`src/rtl/uart_pkg.sv`:
```
// Shared types and helpers for the buffered UART transmitter: FSM states,
// parity encodings and a parity function usable for any character width up to 9.
package uart_pkg;

  typedef enum logic [2:0] {
    ST_IDLE,
    ST_START,
    ST_DATA,
    ST_PARITY,
    ST_STOP
  } tx_state_t;

  localparam logic PAR_EVEN   = 1'b0;
  localparam logic PAR_ODD    = 1'b1;
  localparam int   MAX_DATA_W = 9;

  // Seeding with the parity type turns even parity (^data) into odd (~^data).
  function automatic logic calc_parity(input logic [MAX_DATA_W-1:0] data,
                                       input int                    width,
                                       input logic                  par_typ);
    logic p;
    p = (par_typ == PAR_ODD);
    for (int i = 0; i < MAX_DATA_W; i++) begin
      if (i < width) p = p ^ data[i];
    end
    return p;
  endfunction

endpackage

```
`src/rtl/uart_sync_fifo.sv`:
```
// Synchronous FIFO using read/write pointers with an extra wrap bit to
// distinguish full from empty; read data is the current head, shown combinationally.
module uart_sync_fifo #(
  parameter  int WIDTH = 8,
  parameter  int DEPTH = 8,
  localparam int AW    = $clog2(DEPTH)
) (
  input  logic             i_clk,
  input  logic             i_rst_n,
  input  logic             i_wr_en,
  input  logic [WIDTH-1:0] i_wr_data,
  input  logic             i_rd_en,
  output logic [WIDTH-1:0] o_rd_data,
  output logic             o_full,
  output logic             o_empty,
  output logic [AW:0]      o_count
);

  logic [WIDTH-1:0] r_mem [DEPTH];
  logic [AW:0]      r_wptr;
  logic [AW:0]      r_rptr;
  logic             w_push;
  logic             w_pop;

  assign o_empty   = (r_wptr == r_rptr);
  assign o_full    = (r_wptr[AW] != r_rptr[AW]) && (r_wptr[AW-1:0] == r_rptr[AW-1:0]);
  assign o_count   = r_wptr - r_rptr;
  assign o_rd_data = r_mem[r_rptr[AW-1:0]];
  assign w_push    = i_wr_en && !o_full;
  assign w_pop     = i_rd_en && !o_empty;

  always_ff @(posedge i_clk) begin
    if (w_push) r_mem[r_wptr[AW-1:0]] <= i_wr_data;
  end

  always_ff @(posedge i_clk or negedge i_rst_n) begin
    if (!i_rst_n) begin
      r_wptr <= '0;
      r_rptr <= '0;
    end else begin
      if (w_push) r_wptr <= r_wptr + (AW+1)'(1);
      if (w_pop)  r_rptr <= r_rptr + (AW+1)'(1);
    end
  end

endmodule

```
`src/rtl/uart_tx_buffered.sv`:
```
// UART transmitter fed from an internal FIFO; frames go out back-to-back with
// per-frame latched prescale, parity and stop-bit settings.
module uart_tx_buffered
  import uart_pkg::*;
#(
  parameter int DATA_WIDTH     = 8,
  parameter int FIFO_DEPTH     = 8,
  parameter int PRESCALE_WIDTH = 16
) (
  input  logic                          CLK,
  input  logic                          RST,
  input  logic [PRESCALE_WIDTH-1:0]     Prescale,
  input  logic                          PAR_EN,
  input  logic                          PAR_TYP,
  input  logic                          STOP2,
  input  logic [DATA_WIDTH-1:0]         S_DATA,
  input  logic                          S_VALID,
  output logic                          S_READY,
  output logic                          TX_OUT,
  output logic                          Busy,
  output logic [$clog2(FIFO_DEPTH):0]   FIFO_COUNT
);

  localparam int                 BW       = $clog2(DATA_WIDTH);
  localparam logic [BW-1:0]      BIT_LAST = BW'(DATA_WIDTH - 1);

  tx_state_t                   r_state;
  logic [PRESCALE_WIDTH-1:0]   r_cnt;
  logic [PRESCALE_WIDTH-1:0]   r_presc;
  logic [BW-1:0]               r_bit_idx;
  logic                        r_stop_idx;
  logic                        r_par_en;
  logic                        r_stop2;
  logic                        r_tx;
  logic                        r_busy;
  logic [DATA_WIDTH-1:0]       r_shift;
  logic                        r_parity;

  logic                        w_full;
  logic                        w_empty;
  logic [DATA_WIDTH-1:0]       w_head;
  logic [MAX_DATA_W-1:0]       w_head_ext;
  logic                        w_bit_end;
  logic                        w_last_stop;
  logic                        w_pop;

  uart_sync_fifo #(
    .WIDTH (DATA_WIDTH),
    .DEPTH (FIFO_DEPTH)
  ) u_fifo (
    .i_clk     (CLK),
    .i_rst_n   (RST),
    .i_wr_en   (S_VALID),
    .i_wr_data (S_DATA),
    .i_rd_en   (w_pop),
    .o_rd_data (w_head),
    .o_full    (w_full),
    .o_empty   (w_empty),
    .o_count   (FIFO_COUNT)
  );

  assign S_READY     = !w_full;
  assign TX_OUT      = r_tx;
  assign Busy        = r_busy;
  assign w_bit_end   = (r_cnt == r_presc - PRESCALE_WIDTH'(1));
  assign w_last_stop = !r_stop2 || r_stop_idx;
  assign w_pop       = !w_empty && ((r_state == ST_IDLE) ||
                       (r_state == ST_STOP && w_bit_end && w_last_stop));

  always_comb begin
    w_head_ext = '0;
    w_head_ext[DATA_WIDTH-1:0] = w_head;
  end

  always_ff @(posedge CLK) begin
    if (w_pop) begin
      r_shift  <= w_head;
      r_parity <= calc_parity(w_head_ext, DATA_WIDTH, PAR_TYP);
    end else if (r_state == ST_DATA && w_bit_end) begin
      r_shift  <= r_shift >> 1;
    end
  end

  always_ff @(posedge CLK or negedge RST) begin
    if (!RST) begin
      r_state    <= ST_IDLE;
      r_cnt      <= '0;
      r_presc    <= PRESCALE_WIDTH'(1);
      r_bit_idx  <= '0;
      r_stop_idx <= 1'b0;
      r_par_en   <= 1'b0;
      r_stop2    <= 1'b0;
      r_tx       <= 1'b1;
      r_busy     <= 1'b0;
    end else begin
      if (r_state != ST_IDLE) r_cnt <= w_bit_end ? '0 : r_cnt + PRESCALE_WIDTH'(1);
      // A pop starts a frame from IDLE or directly out of the last stop bit.
      if (w_pop) begin
        r_state    <= ST_START;
        r_tx       <= 1'b0;
        r_busy     <= 1'b1;
        r_cnt      <= '0;
        r_bit_idx  <= '0;
        r_stop_idx <= 1'b0;
        r_par_en   <= PAR_EN;
        r_stop2    <= STOP2;
        r_presc    <= (Prescale == '0) ? PRESCALE_WIDTH'(1) : Prescale;
      end else if (w_bit_end) begin
        case (r_state)
          ST_START: begin
            r_state <= ST_DATA;
            r_tx    <= r_shift[0];
          end
          ST_DATA: begin
            if (r_bit_idx == BIT_LAST) begin
              r_state <= r_par_en ? ST_PARITY : ST_STOP;
              r_tx    <= r_par_en ? r_parity : 1'b1;
            end else begin
              r_bit_idx <= r_bit_idx + BW'(1);
              r_tx      <= r_shift[1];
            end
          end
          ST_PARITY: begin
            r_state <= ST_STOP;
            r_tx    <= 1'b1;
          end
          ST_STOP: begin
            if (w_last_stop) begin
              r_state <= ST_IDLE;
              r_busy  <= 1'b0;
              r_tx    <= 1'b1;
            end else begin
              r_stop_idx <= 1'b1;
            end
          end
          default: begin
            r_state <= ST_IDLE;
            r_tx    <= 1'b1;
          end
        endcase
      end
    end
  end

endmodule

```
`config.mk`:
```
export PLATFORM = sky130hd
export DESIGN_NAME = uart_tx_buffered
export DESIGN_NICKNAME = d
export VERILOG_FILES = /design/src/rtl/uart_pkg.sv /design/src/rtl/uart_sync_fifo.sv /design/src/rtl/uart_tx_buffered.sv
export SDC_FILE = /design/constraint.sdc
export NUM_CORES = 1
export LEC_CHECK = 0
export CORE_MARGIN = 2
export CORE_UTILIZATION = 42
export DETAILED_ROUTE_END_ITERATION = 12
export RECOVER_POWER = 100
export SETUP_SLACK_MARGIN = 0.1
export SLEW_MARGIN = 25
export SYNTH_ARGS = -nofsm -noshare
export SYNTH_HDL_FRONTEND = slang
export SYNTH_SLANG_ARGS = --single-unit
```
`constraint.sdc`:
```
create_clock -name CLK -period 3.7 [get_ports CLK]
set_input_delay 0.74 -clock CLK [delete_from_list [all_inputs] [get_ports CLK]]
set_output_delay 0.74 -clock CLK [all_outputs]
set_load 0.03 [all_outputs]
```
* Yosys cells after proc, flatten, opt, wreduce, memory -nomap -nowiden
Memories as Yosys holds them, arrays and structs flattened.
Index checks and enable logic that the tools add are counted.
W data, S select, Z words.
** Cells by class
- Bitwise operators :: 8
- $add $sub $neg :: 6
- Reductions and logical operators :: 26
- Equality and inequality tests :: 13
- Multiplexer cells :: 39
** Operators by type and width (count)
- $mux W16 :: 4
- $mux W3 :: 9
- $mux W1 :: 22
- $add A16 B1 Y16 const B :: 1
- $eq A16 B16 Y1 :: 1
- $logic_not A16 Y1 :: 1
- $mux W8 :: 2
- $sub A16 B1 Y16 const B :: 1
- $pmux W3 S4 :: 1
- $reduce_and A3 Y1 :: 4
- $reduce_bool A2 Y1 :: 6
- $add A4 B1 Y4 const B :: 2
- $xor A1 B1 Y1 :: 8
- $logic_and A1 B1 Y1 :: 7
- $eq A3 B2 Y1 const B :: 2
- $eq A3 B3 Y1 const B :: 2
- $eq A4 B4 Y1 :: 1
- $ne A2 B1 Y1 const B :: 2
- $sub A4 B4 Y4 :: 1
- $add A3 B1 Y3 const B :: 1
- $eq A3 B1 Y1 const B :: 1
- $eq A3 B3 Y1 :: 1
- $logic_not A1 Y1 :: 3
- $logic_not A3 Y1 :: 1
- other kinds (7) :: 8
** Storage, ports and cells
- Word-level logic and storage cells :: 106
- Input bits :: 30
- Memories :: 1
- Register bits after elaboration :: 60
- Bits in writable memories :: 64
- Output and inout bits :: 7
** Memory list
- u_fifo.r_mem :: depth 8, bits a word 8, rd ports 1, clocked after memory_dff 0, write ports 1, line uart_sync_fifo.sv:19 : logic [WIDTH-1:0] r_mem [DEPTH];

* Depth between registers and ports, before layout
- Depth after elaboration :: 20
- Depth in mapped cells :: 13
- Gate-level depth less buffers :: 10

* By module
From an unflattened synthesis, not the netlist that was laid out.
** Unflattened totals
- Cell total of the unflattened synthesis :: 444
- Area, all modules :: 6022.0 um2
** Modules (own cells, without submodules)
- uart_tx_buffered :: cells each 277, area an instance 3029.2 um2, instances 1, seq. area each 1348.8 um2
- uart_sync_fifo :: cells each 167, area an instance 2992.9 um2, instances 1, seq. area each 2122.0 um2

* Worst setup path after synthesis
No wires, ideal clock.
- Path kind :: flip-flop to flip-flop
- From :: register r_presc[1]
- To :: register r_shift[0] (enable)
- Required time :: 3371 ps
- Clock period less this slack :: 3367 ps
- Buffers on the path :: 3
- Library setup time :: 329 ps
- Slack :: 333 ps
- Arrival time :: 3037 ps
- Stages on the path, launching flop included :: 14
- Cells stage by stage :: dfrtp_1 > inv_1 > ha_1 > or3b_1 > buf_2 > nor4_2 > a31oi_1 > o21a_1 > or3_4 > nor4_4 > o21a_1 > buf_6 > buf_6 > or2_1
** Between the ends
- Longest elaborated chain between the ends :: 7
- Elaborated cells on any way between the ends :: 8
- Those cells by class :: add/sub (1); eq/ne (1); reduce/logical (6)
** RTL lines
- start: declaration :: line uart_tx_buffered.sv:29 : logic [PRESCALE_WIDTH-1:0] r_presc;
- start signal: assignment :: line uart_tx_buffered.sv:107 : r_presc <= (Prescale == '0) ? PRESCALE_WIDTH'(1) : Prescale;
- $sub A16 B1 Y16 (*) :: line uart_tx_buffered.sv:65 : assign w_bit_end = (r_cnt == r_presc - PRESCALE_WIDTH'(1));
- $eq A16 B16 Y1 (*) :: line uart_tx_buffered.sv:65
- $logic_and A1 B1 Y1 (2 in a row) :: line uart_tx_buffered.sv:68 : (r_state == ST_STOP && w_bit_end && w_last_stop));
- $logic_or A1 B1 Y1 :: line uart_tx_buffered.sv:67 : assign w_pop = !w_empty && ((r_state == ST_IDLE) ||
- $logic_and A1 B1 Y1 :: line uart_tx_buffered.sv:67
- $reduce_bool A2 Y1 (no line) (*)
- end signal: assignment :: line uart_tx_buffered.sv:77 : r_shift <= w_head;
- end signal: assignment :: line uart_tx_buffered.sv:80 : r_shift <= r_shift >> 1;
- end: declaration :: line uart_tx_buffered.sv:36 : logic [DATA_WIDTH-1:0] r_shift;
Mark *: on every way between the ends. The rest lies on a longest branch, timed or not.
A chain may end at the register's enable or synchronous reset.

* Final worst setup path
- From :: register r_presc[0]
- To :: register r_shift[2] (data pin)
** Between the ends
- Longest elaborated chain between the ends :: 7
** RTL lines
- $sub A16 B1 Y16 :: line uart_tx_buffered.sv:65
- $eq A16 B16 Y1 :: line uart_tx_buffered.sv:65
- $logic_and A1 B1 Y1 (2 in a row) :: line uart_tx_buffered.sv:68
- $logic_or A1 B1 Y1 :: line uart_tx_buffered.sv:67
- $logic_and A1 B1 Y1 :: line uart_tx_buffered.sv:67
- $mux W8 :: line uart_tx_buffered.sv:76 : if (w_pop) begin
Every way passes these cells.

==> results_dict.tcl <==
set metrics [dict create \
    cts_tree "done" \
    routabilityCongestion 0.829 \
    rsz0062_at_grt "yes" \
    root_buffer "clkbuf_16" \
    cts_made_buffers 17 \
    async_flop_share 0.411 \
    syn_inst 465 \
    final_max_slew_viol_count 41 \
    violations "max-capacitance violations, max-slew violations" \
    avgSynthCellArea_um2 13.1 \
    die_x_um 124 \
    p_per_area_nw_per_um2 620 \
    dieArea_um2 15500 \
    drtIter0Drc 272 \
    rows 44 \
    synth_seq_area_share 0.569 \
    wl_per_cell_um 17.8 \
    clkSinkCount 124 \
    syn_area_um2 6100 \
    htreeDepth 4 \
    dp.cells 689 \
    first_pass_iters 4 \
    globalRouteTotalUtil 0.176 \
    setup_violations 0 \
    grt_overflow_total 0 \
    outcome "finished, violations left" \
    antenna_cells 0 \
    finalCriticalPeriod_ns 3.47 \
    max_freq_ghz 0.288 \
    ant_nets 0 \
    p_int_mw 3.20 \
    fin_crit_sh 0.937 \
    power.leakage_nw 2.76 \
    layout_common_cells "73 x edfxtp_1, 49 x dfrtp_1, 48 x nand2_1" \
    insertion_delay_ns 0.41 \
    layout_commonest_cell "edfxtp_1" \
    ir_drop_mv 0.500 \
    combinationalPowerShare 0.228 \
    clock_tree.buffer_depth 2 \
    pwr-share-seq 0.401 \
    synth-edff-count 73 \
    drive_above_1_share 0.138 \
    fin_cells 722 \
    num_vias 3929 \
    worst_pin_slew_ns 2.20 \
    yosys-top-cells-area "edfxtp_1 36%, dfrtp_1 20%, mux4_2 5.9%, mux2_1 4.8%, xnor2_1 3.4%" \
    chipHeight_um 124 \
    grt_antenna_before_repair 0 \
    crit_path_start_kind "register" \
    min-delay-path-class "register to register" \
    n_fill_cell 1217 \
    path_cells "inv_1, ha_1, nor3b_4, nand4_1, or4_1, o211ai_1, o21ai_0, nor4_4, o21a_2, clkbuf_2, mux2_1" \
    finalHoldViolCount 0 \
    syn_nets 505 \
    slowest_stage "or4_1" \
    p_sw_mw 1.33 \
    yosysUniqueCellTypes 68 \
    cts_hold_buf 0 \
    grt_start_max_net_pins 41 \
    synth_top_area_share 0.360 \
    cap_violations 1 \
    grt_pass1_wl_um 21400 \
    ys_warn_count 0 \
    clock_skew_ns 0.00697 \
    hpwl_um 8770 \
    start_util 0.424 \
    routed_wl_um 12800 \
    power_mw 4.54 \
    tns_ns 0 \
    port_buffers 36 \
    ys_ff_latch 124 \
    fp.coreArea_um2 14400 \
    crit_type "register to register" \
    area_growth_pct 20.1 \
    synthFlopType "edfxtp_1" \
    drt_drc_violations_left 0 \
    clkSlewWorstSetupHoldPaths_ns 0.06 \
    synth_largest_area_cell "edfxtp_1" \
    relSlewSlack -0.467 \
    fin_util 0.510 \
    cp_max_fo 7 \
    routed_via_density 5.44 \
    end_kind "register" \
    p_sw_frac 0.294 \
    power.share.clock 0.370 \
    ios 37 \
    nets 566 \
    worstPathArrival_ns 3.62 \
    slowest_delay_ns 0.57 \
    grt_pass1_vias 4049 \
    required_ns 3.86 \
]
[power groups by stage]
| stage | clock network, mW | registers (mW) | logic (mW) |
|---|---|---|---|
| final | 1.68 | 1.82 | 1.04 |
| after global routing | 1.77 | 1.84 | 1.14 |
| after detailed placement | 0 | 1.84 | 1.07 |
| after global placement | 0 | 1.83 | 1.07 |
| after CTS | 1.71 | 1.82 | 1.09 |
| after floorplan | 0 | 1.78 | 0.755 |
[cells in the mapped netlist, types with 4 or more instances]
cell type  count
a31oi_1        4
mux2_1        26
clkbuf_1      10
o21ai_0        7
nor2_1        36
nand2_1       48
inv_1         13
xor2_1        17
dfrtp_1       49
nor2b_1        9
nand2b_1       6
nand4_1        7
nor4_1         6
ha_1           9
buf_6          4
nand3_1        5
edfxtp_1      73
o211ai_1       4
mux4_2        16
nor3_1        10
and3_1         6
nor3b_1        6
mux2i_1        6
xnor2_1       24
[flip-flops by register name, indices dropped and copies added, names as in the netlist, 3 cells and up]
| name | cells |
|---|---|
| r_bit_idx | 3 |
| r_cnt | 16 |
| r_presc | 16 |
| r_shift | 8 |
| r_state | 3 |
| u_fifo.r_mem | 64 |
| u_fifo.r_rptr | 4 |
| u_fifo.r_wptr | 4 |
[final timing paths]
check                                start      endpoint  slack (ns)  depth (start not counted)
worst max-delay path            r_presc[0]    r_shift[2]        0.23                         11
worst min-delay path                TX_OUT        TX_OUT        0.47                          2
worst max register to register  r_presc[0]    r_shift[2]        0.23                         11
worst min register to register      TX_OUT        TX_OUT        0.47                          2
max in group asynchronous              RST  r_bit_idx[2]        1.28                          2
min in group asynchronous              RST    r_presc[9]        0.97                          1
[layout make-up]
cell class | count | area, um^2 | area share
clock buffer | 18 | 429 | 0.0586
clock inverter | 13 | 166 | 0.0227
inverter | 14 | 52.6 | 0.00718
multi-input combinational | 309 | 2480 | 0.338
sequential | 124 | 3470 | 0.474
tap | 184 | 230 | 0.0314
timing repair buffer | 60 | 495 | 0.0677
[critical path: cells and delay by family, from the launching register on]
kind	cells	cell delay, ns
AOI/OAI and AO/OA	3	0.53
buffers and inverters	2	0.26
DFF	1	0.40
muxes	1	0.33
and+or+nand+nor	4	1.44
adders and majority gates	1	0.26
[repair_timing]
item / 4_1_cts / 5_1_grt
buffers inserted: 0 / 2
pin swaps: 0 / 3
gates resized for setup: 2 / 6
setup endpoints to repair: 13 / 48
endpoints found under the hold margin: 0 / 0
[kinds of logic (layout without fill, tap and decap cells)]
logic type                 after synthesis  in the layout  share of synthesized area
AOI/OAI and AO/OA                       41             41                     0.0480
xor gates and xnor gates                43             43                     0.0665
adders and majority gates               10             10                     0.0218
buffers and inverters                   32            105                     0.0263
DFF                                    124            124                      0.569
muxes                                   50             50                      0.121
and+or+nand+nor                        165            165                      0.147
[metal layers]
metal  GRT usage  vias up  routed length, um
met3      0.0481       17                688
met5           0        -                  0
met1       0.233     1963               5860
met4      0.0555        0                157
li1            -     1838                  -
met2       0.285      111               6140
[through the flow]
step	cell area [um^2]	setup WS [ns]	hold slack, ns
after CTS	7340	0.146	0.479
after detailed placement	6740	0.0462	0.471
after global routing	7320	0.0504	0.492
after global placement	6740	0.172	0.462
final	7320	0.234	0.474
after floorplan	6100	0.333	0.444
(Power assumes the default switching activity.)
